[src/rtl/data_mem_pkg.sv]
// Shared constants for the data memory and the arbiter that fronts it.
package data_mem_pkg;

  localparam int DMEM_ADDR_W = 8;
  localparam int DMEM_DATA_W = 8;
  localparam int DMEM_DEPTH  = 192;

  localparam int PORT_CORE = 0;
  localparam int PORT_DMA  = 1;

endpackage

[src/rtl/rr_arb2.sv]
// Two-way round-robin arbiter with a one-cycle-renewable lock.
// Grant is combinational; last_winner and lock ownership are flopped.
module rr_arb2
  import data_mem_pkg::*;
(
  input  logic       clk,
  input  logic       reset,
  input  logic [1:0] req,
  input  logic [1:0] lock,
  output logic [1:0] gnt,
  output logic       winner
);

  logic last_winner;
  logic lock_vld;
  logic lock_owner;

  always_comb begin
    gnt = 2'b00;
    if (lock_vld && req[lock_owner]) begin
      gnt[lock_owner] = 1'b1;
    end else if (req == 2'b11) begin
      gnt[~last_winner] = 1'b1;
    end else begin
      gnt = req;
    end
  end

  assign winner = gnt[PORT_DMA];

  // Lock only survives while its owner keeps winning; any idle cycle or
  // a grant without lock releases it.
  always_ff @(posedge clk or posedge reset) begin
    if (reset) begin
      last_winner <= 1'b1;
      lock_vld    <= 1'b0;
      lock_owner  <= 1'b0;
    end else if (|gnt) begin
      last_winner <= winner;
      lock_vld    <= lock[winner];
      lock_owner  <= winner;
    end else begin
      lock_vld    <= 1'b0;
    end
  end

endmodule

[src/rtl/data_mem_arbiter.sv]
// Arbitrates two requesters onto the single-port data memory, range-checks
// addresses and routes the registered read data back to the owning port.
module data_mem_arbiter
  import data_mem_pkg::*;
#(
  parameter int ADDR_W = DMEM_ADDR_W,
  parameter int DATA_W = DMEM_DATA_W,
  parameter int DEPTH  = DMEM_DEPTH
) (
  input  logic              clk,
  input  logic              reset,
  input  logic              req0,
  input  logic              req1,
  input  logic              we0,
  input  logic              we1,
  input  logic [ADDR_W-1:0] addr0,
  input  logic [ADDR_W-1:0] addr1,
  input  logic [DATA_W-1:0] wdata0,
  input  logic [DATA_W-1:0] wdata1,
  input  logic              lock0,
  input  logic              lock1,
  output logic              gnt0,
  output logic              gnt1,
  output logic              rvalid0,
  output logic              rvalid1,
  output logic [DATA_W-1:0] rdata0,
  output logic [DATA_W-1:0] rdata1,
  output logic              err0,
  output logic              err1,
  output logic [ADDR_W-1:0] mem_addr,
  output logic [DATA_W-1:0] mem_wdata,
  output logic              mem_we,
  input  logic [DATA_W-1:0] mem_rdata
);

  localparam logic [ADDR_W:0] DEPTH_C = (ADDR_W + 1)'(DEPTH);

  logic [1:0]        gnt;
  logic              winner;
  logic              has_win;
  logic              win_we;
  logic [ADDR_W-1:0] win_addr;
  logic [DATA_W-1:0] win_wdata;
  logic              in_range;
  logic              rd_oor;

  rr_arb2 u_arb (
    .clk    (clk),
    .reset  (reset),
    .req    ({req1, req0}),
    .lock   ({lock1, lock0}),
    .gnt    (gnt),
    .winner (winner)
  );

  assign gnt0    = gnt[PORT_CORE];
  assign gnt1    = gnt[PORT_DMA];
  assign has_win = |gnt;

  always_comb begin
    win_we    = 1'b0;
    win_addr  = '0;
    win_wdata = '0;
    if (has_win) begin
      win_we    = winner ? we1    : we0;
      win_addr  = winner ? addr1  : addr0;
      win_wdata = winner ? wdata1 : wdata0;
    end
  end

  assign in_range  = ({1'b0, win_addr} < DEPTH_C);
  assign mem_addr  = win_addr;
  assign mem_wdata = win_wdata;
  assign mem_we    = has_win & win_we & in_range;

  // Only one access is granted per cycle, so a single out-of-range flag
  // covers whichever port owns the returning read.
  always_ff @(posedge clk or posedge reset) begin
    if (reset) begin
      rvalid0 <= 1'b0;
      rvalid1 <= 1'b0;
      err0    <= 1'b0;
      err1    <= 1'b0;
      rd_oor  <= 1'b0;
    end else begin
      rvalid0 <= gnt0 & ~we0;
      rvalid1 <= gnt1 & ~we1;
      err0    <= gnt0 & ~in_range;
      err1    <= gnt1 & ~in_range;
      rd_oor  <= ~in_range;
    end
  end

  assign rdata0 = (rvalid0 && !rd_oor) ? mem_rdata : '0;
  assign rdata1 = (rvalid1 && !rd_oor) ? mem_rdata : '0;

endmodule

[config.mk]
export PLATFORM = sky130hd
export DESIGN_NAME = data_mem_arbiter
export DESIGN_NICKNAME = d
export VERILOG_FILES = /design/src/rtl/data_mem_pkg.sv /design/src/rtl/rr_arb2.sv /design/src/rtl/data_mem_arbiter.sv
export SDC_FILE = /design/constraint.sdc
export NUM_CORES = 1
export LEC_CHECK = 0
export CAP_MARGIN = 20
export CORE_ASPECT_RATIO = 1.5
export CORE_UTILIZATION = 27
export CTS_BUF_LIST = sky130_fd_sc_hd__clkbuf_8
export CTS_CLUSTER_DIAMETER = 40
export CTS_CLUSTER_SIZE = 30
export DETAILED_ROUTE_END_ITERATION = 6
export GPL_ROUTABILITY_DRIVEN = 0
export HOLD_SLACK_MARGIN = 0.06
export PLACE_DENSITY = 0.88
export SKIP_LAST_GASP = 1
export SYNTH_ARGS = -nofsm -noshare
export SYNTH_HDL_FRONTEND = slang
export SYNTH_SLANG_ARGS = --single-unit
[constraint.sdc]
create_clock -name clk -period 3.1 [get_ports clk]
set_input_delay 0.31 -clock clk [delete_from_list [all_inputs] [get_ports clk]]
set_output_delay 0.31 -clock clk [all_outputs]
set_load 0.03 [all_outputs]
## Word-level counts from Yosys, hierarchy flattened

Index checks and enable logic that the tools add are counted.

| cells by class | value |
|---|---|
| eq/ne operators | 1 |
| muxes and demuxes | 19 |
| bitwise logic cells | 10 |
| reductions and logical operators | 7 |
| order comparisons | 6 |

Operators by type and width:

| kind | count |
|---|---|
| $mux 8 | 6 |
| $mux 1 | 9 |
| $lt 8x8->1 const B | 1 |
| $and 1x1->1 | 6 |
| $lt 1x2->1 const B | 3 |
| $logic_and 1x1->1 | 5 |
| $mux 2 | 2 |
| $not 1->1 | 4 |
| $demux 1 s1 | 2 |
| $eq 2x2->1 const B | 1 |
| $ge 1x1->1 const B | 2 |
| $reduce_or 2->1 | 1 |
| $logic_not 1->1 | 1 |

| word-level totals | value |
|---|---|
| input port bits | 48 |
| bits in registers | 8 |
| output and inout port bits | 39 |

## Depth between registers and ports, before layout

| depth | value |
|---|---|
| depth in word-level cells | 12 |
| mapped depth | 4 |
| mapped depth without buffers | 3 |

## Hierarchy

From an unflattened synthesis, not the netlist that was laid out.

| second synthesis, totals | value |
|---|---|
| cell total of the unflattened synthesis | 88 |
| area total of the unflattened synthesis | 735.7 um^2 |

Modules (own cells, without submodules):

| module | area an instance (um^2) | seq. area each (um^2) | cells each | times used |
|---|---|---|---|---|
| data_mem_arbiter | 584.3 | 125.1 | 72 | 1 |
| rr_arb2 | 151.4 | 76.3 | 16 | 1 |

## Worst setup path after synthesis

OpenSTA, ideal clock, no wires.

| timing | value |
|---|---|
| kind | register to output |
| start point | register u_arb.last_winner |
| end point | output mem_addr[2] |
| buffers on the path | 1 |
| slack | 1415 ps |
| arrival | 1375 ps |
| cell stages (with the launch flop) | 5 |
| data required time | 2790 ps |
| cells stage by stage | dfstp_2 > nand2b_1 > a31oi_2 > buf_4 > a22o_1 |

| on the way | value |
|---|---|
| longest elaborated chain between the ends | 9 |

Ends and longest elaborated chain:

| what | line | source |
|---|---|---|
| from (decl) | rr_arb2.sv:14 | `logic last_winner;` |
| from (signal assigned) | rr_arb2.sv:39 | `last_winner <= winner;` |
| $not 1->1 * | rr_arb2.sv:23 | `gnt[~last_winner] = 1'b1;` |
| $lt 1x2->1 (not written as such) / $ge 1x1->1 (equally long branches) | rr_arb2.sv:23 |  |
| $logic_and 1x1->1 (not written as such) | rr_arb2.sv:23 |  |
| $mux 1 (not written as such) | rr_arb2.sv:23 |  |
| $demux 1 s1 * | - |  |
| $mux 2 * | rr_arb2.sv:22 | `end else if (req == 2'b11) begin` |
| $mux 2 * | rr_arb2.sv:20 | `if (lock_vld && req[lock_owner]) begin` |
| named net gnt0 | data_mem_arbiter.sv:22 | `output logic gnt0,` |
| $reduce_or 2->1 * | data_mem_arbiter.sv:58 | `assign has_win = \|gnt;` |
| $mux 8 * | data_mem_arbiter.sv:64 | `if (has_win) begin` |
| to (decl) | data_mem_arbiter.sv:30 | `output logic [ADDR_W-1:0] mem_addr,` |

The timed path passes the listed nets; every way through them passes the cells marked *.

## Final worst setup path

| timing | value |
|---|---|
| start point | input req1 |
| end point | output mem_wdata[4] |

| on the way | value |
|---|---|
| longest elaborated chain between the ends | 6 |

Ends and longest elaborated chain:

| what | line | source |
|---|---|---|
| from (decl) | data_mem_arbiter.sv:13 | `input logic req1,` |
| $mux 1 (not written as such) (2 in series) | rr_arb2.sv:20 |  |
| $logic_and 1x1->1 | rr_arb2.sv:20 |  |
| $mux 2 * | rr_arb2.sv:20 |  |
| $mux 8 / $reduce_or 2->1 (equally long branches) | data_mem_arbiter.sv:67, data_mem_arbiter.sv:58 |  |
| $mux 8 * | data_mem_arbiter.sv:64 |  |
| to (decl) | data_mem_arbiter.sv:31 | `output logic [DATA_W-1:0] mem_wdata,` |

Mark *: on every way between the ends. The rest lies on a longest branch, timed or not. The select of a mux whose other input is x is not followed.

==> out/metrics.cfg <==
[status]
outcome = finished clean

[die]
die_h_um = 61.19
rows = 21
die_area_um2 = 2537
die_w_um = 41.46
io_pins = 87
initial_core_util_pct = 28.57
core_um2 = 2207

[finish]
finalNetCount = 205
final_util_pct = 69.73
drive_gt1_share_pct = 4.487
syn2layout_area_growth_pct = 144.0
diodes = 0
fin_cells = 179

[logic_synthesis]
syn_nets = 117
synthArstFlopShare_pct = 100.0
yosysTopAreaCellShare_pct = 27.78
syn_inst = 69
yosysWarnings = 0
synth_area_leaders = dfrtp_1 (28%), a22o_1 (24%), and2_1 (18%), dfstp_2 (4.2%), nor2b_1 (4.0%)
yosys-top-cells-count = and2_1 (18), a22o_1 (17), dfrtp_1 (7)
ys_types = 18
ys_seq_elements = 8
syn_area_per_cell_um2 = 9.139
synth_ff_type = dfrtp_1
syn-cell-area_um2 = 630.6
ys_seq_area_share_pct = 31.94
synth.most_common_cell = and2_1
synth_edf_count = 0
yosysTopAreaCell = dfrtp_1

[clock_tree]
numClockSinks = 8
cts_resized = 0
cts_max_level = 1
cts-hold-fix-buffers = 0
cts_tree = built
cts_buffers = 3
cts.path.max_buffers = 2
post_cts_buffers = 0
worstSkewPairLatency_ns = 0.23
cts_root_buf = clkbuf_8
path_clk_slew_ns = 0.04

[drt]
drt_first_iter_violations = 20
routedWlPerCell_um = 13.16
dr.pass1.iters = 4
antenna_left = 0
wl_um = 2355
vias = 900
drc = 0
viasPerCell = 5.028

[pwr]
leakage_nw = 0.6371
vdd_ir_drop_max_mv = 0.3449
p_per_area_nw_per_um2 = 353.4

[timing]
finalSetupViolations = 0
relSlewSlack_pct = 49.68
fin_skew_ns = 0.004494
max_slew.worst_pin.slew_ns = 0.7548
rsz0062_at_grt = false
slew_violations = 0
min_period_ns = 2.758
tns_ns = 0
hold_violations = 0
finalHoldWorstSlack_ns = 0.3175
fin_crit_sh_pct = 88.96
max_clock_freq_ghz = 0.3626

[setup_path]
required_ns = 2.79
crit_path_max_fanout = 22
crit_arrival_ns = 2.45
r2r-end = rd_oor$_DFF_PP0_
cp-end-kind = primary output
path_class = primary input to primary output
r2r_start = u_arb.last_winner$_DFFE_PP1P_
setup.worst_path.start_class = primary input
regToRegSetupSlack_ns = 1.52
reg2regPathDepth = 3

[placed_design]
post-dp-hpwl_um = 2006
place_inst = 175
portBuffers = 86

[global_route]
grt_pass1_wl_um = 3415
grt_usage_pct = 18.16
grt-ovfl-total = 0
grt_pass1_vias = 770
antenna_found_initial = 0
grt_max_degree = 23

[run]
cap_violations = 0

[min_path]
timing.hold.worst.class = primary input to async pin

==> routing by layer <==
metal | wire [µm] | GRT usage (%) | share of wire (%) | up-vias
met5 | 0 | 0 | 0 | -
met4 | 53 | 12.44 | 2.3 | 0
met3 | 274 | 5.572 | 12 | 4
met2 | 1254 | 32.59 | 53 | 70
met1 | 774 | 18.12 | 33 | 399
li1 | - | - | - | 427
==> through the flow <==
stage               setup WS [ns]  cell area [µm²]  power (W)
floorplan                   1.415            630.6  0.0002737
global placement           0.3982             1494  0.0004126
detailed placement         0.3718             1494  0.0004180
CTS                        0.3496             1539  0.0005514
global route               0.2506             1539  0.0005706
finish                     0.3422             1539  0.0005438
==> worst max path at each step <==
stage,to,startpoint,cells after the start
final,mem_wdata[4],req1,4
after global routing,mem_addr[7],req1,4
after CTS,mem_wdata[4],req1,4
after detailed placement,mem_wdata[4],req1,4
after global placement,mem_wdata[3],req1,4
after floorplan,mem_addr[2],u_arb.last_winner$_DFFE_PP1P_,4
==> cells in the final DEF (no fill, tap or decap), types with 3 or more instances in the layout <==
cell	instances
dfrtp_1	7
nor2_1	3
and2_1	18
a22o_1	17
clkdlybuf4s50_1	86
nor2b_1	4
clkbuf_8	3
inv_1	3
o21ai_0	3
==> sequential cells by signal, indices dropped and copies added, names as in the netlist <==
register and flops:
err0 1, err1 1, rd_oor 1, rvalid0 1, rvalid1 1, u_arb.last_winner 1
u_arb.lock_owner 1, u_arb.lock_vld 1
==> kinds of logic after synthesis <==
logic type             after synthesis  share of synthesized area, %
buffers and inverters                7                         7.142
DFF                                  8                         31.95
and+or+nand+nor                     29                         27.18
AOI/OAI and AO/OA                   25                         33.73
==> worst max-delay path: stages <==
cell             delay, ns
clkdlybuf4s50_1       0.55
o31a_1                0.66
a22o_1                0.24
clkdlybuf4s50_1       0.68
==> where the power goes <==
part	leakage [nW]	internal, W	switching [W]
Combinational	0.509	0.000151	0.000144
Sequential	0.101	0.000115	0.00000582
Clock	0.0269	0.0000858	0.0000420
Total	0.637	0.000352	0.000192
==> area by class of cell <==
class	instances	area [µm²]
clock buffers	3	41.29
clock inverters	1	3.754
fillers	180	668.1
inverters	3	11.26
multi-input cells	54	384.1
flip-flops and latches	8	201.4
well taps	23	28.78
repair buffers	87	868.3
Note: power is estimated with default switching activity, not from simulation.
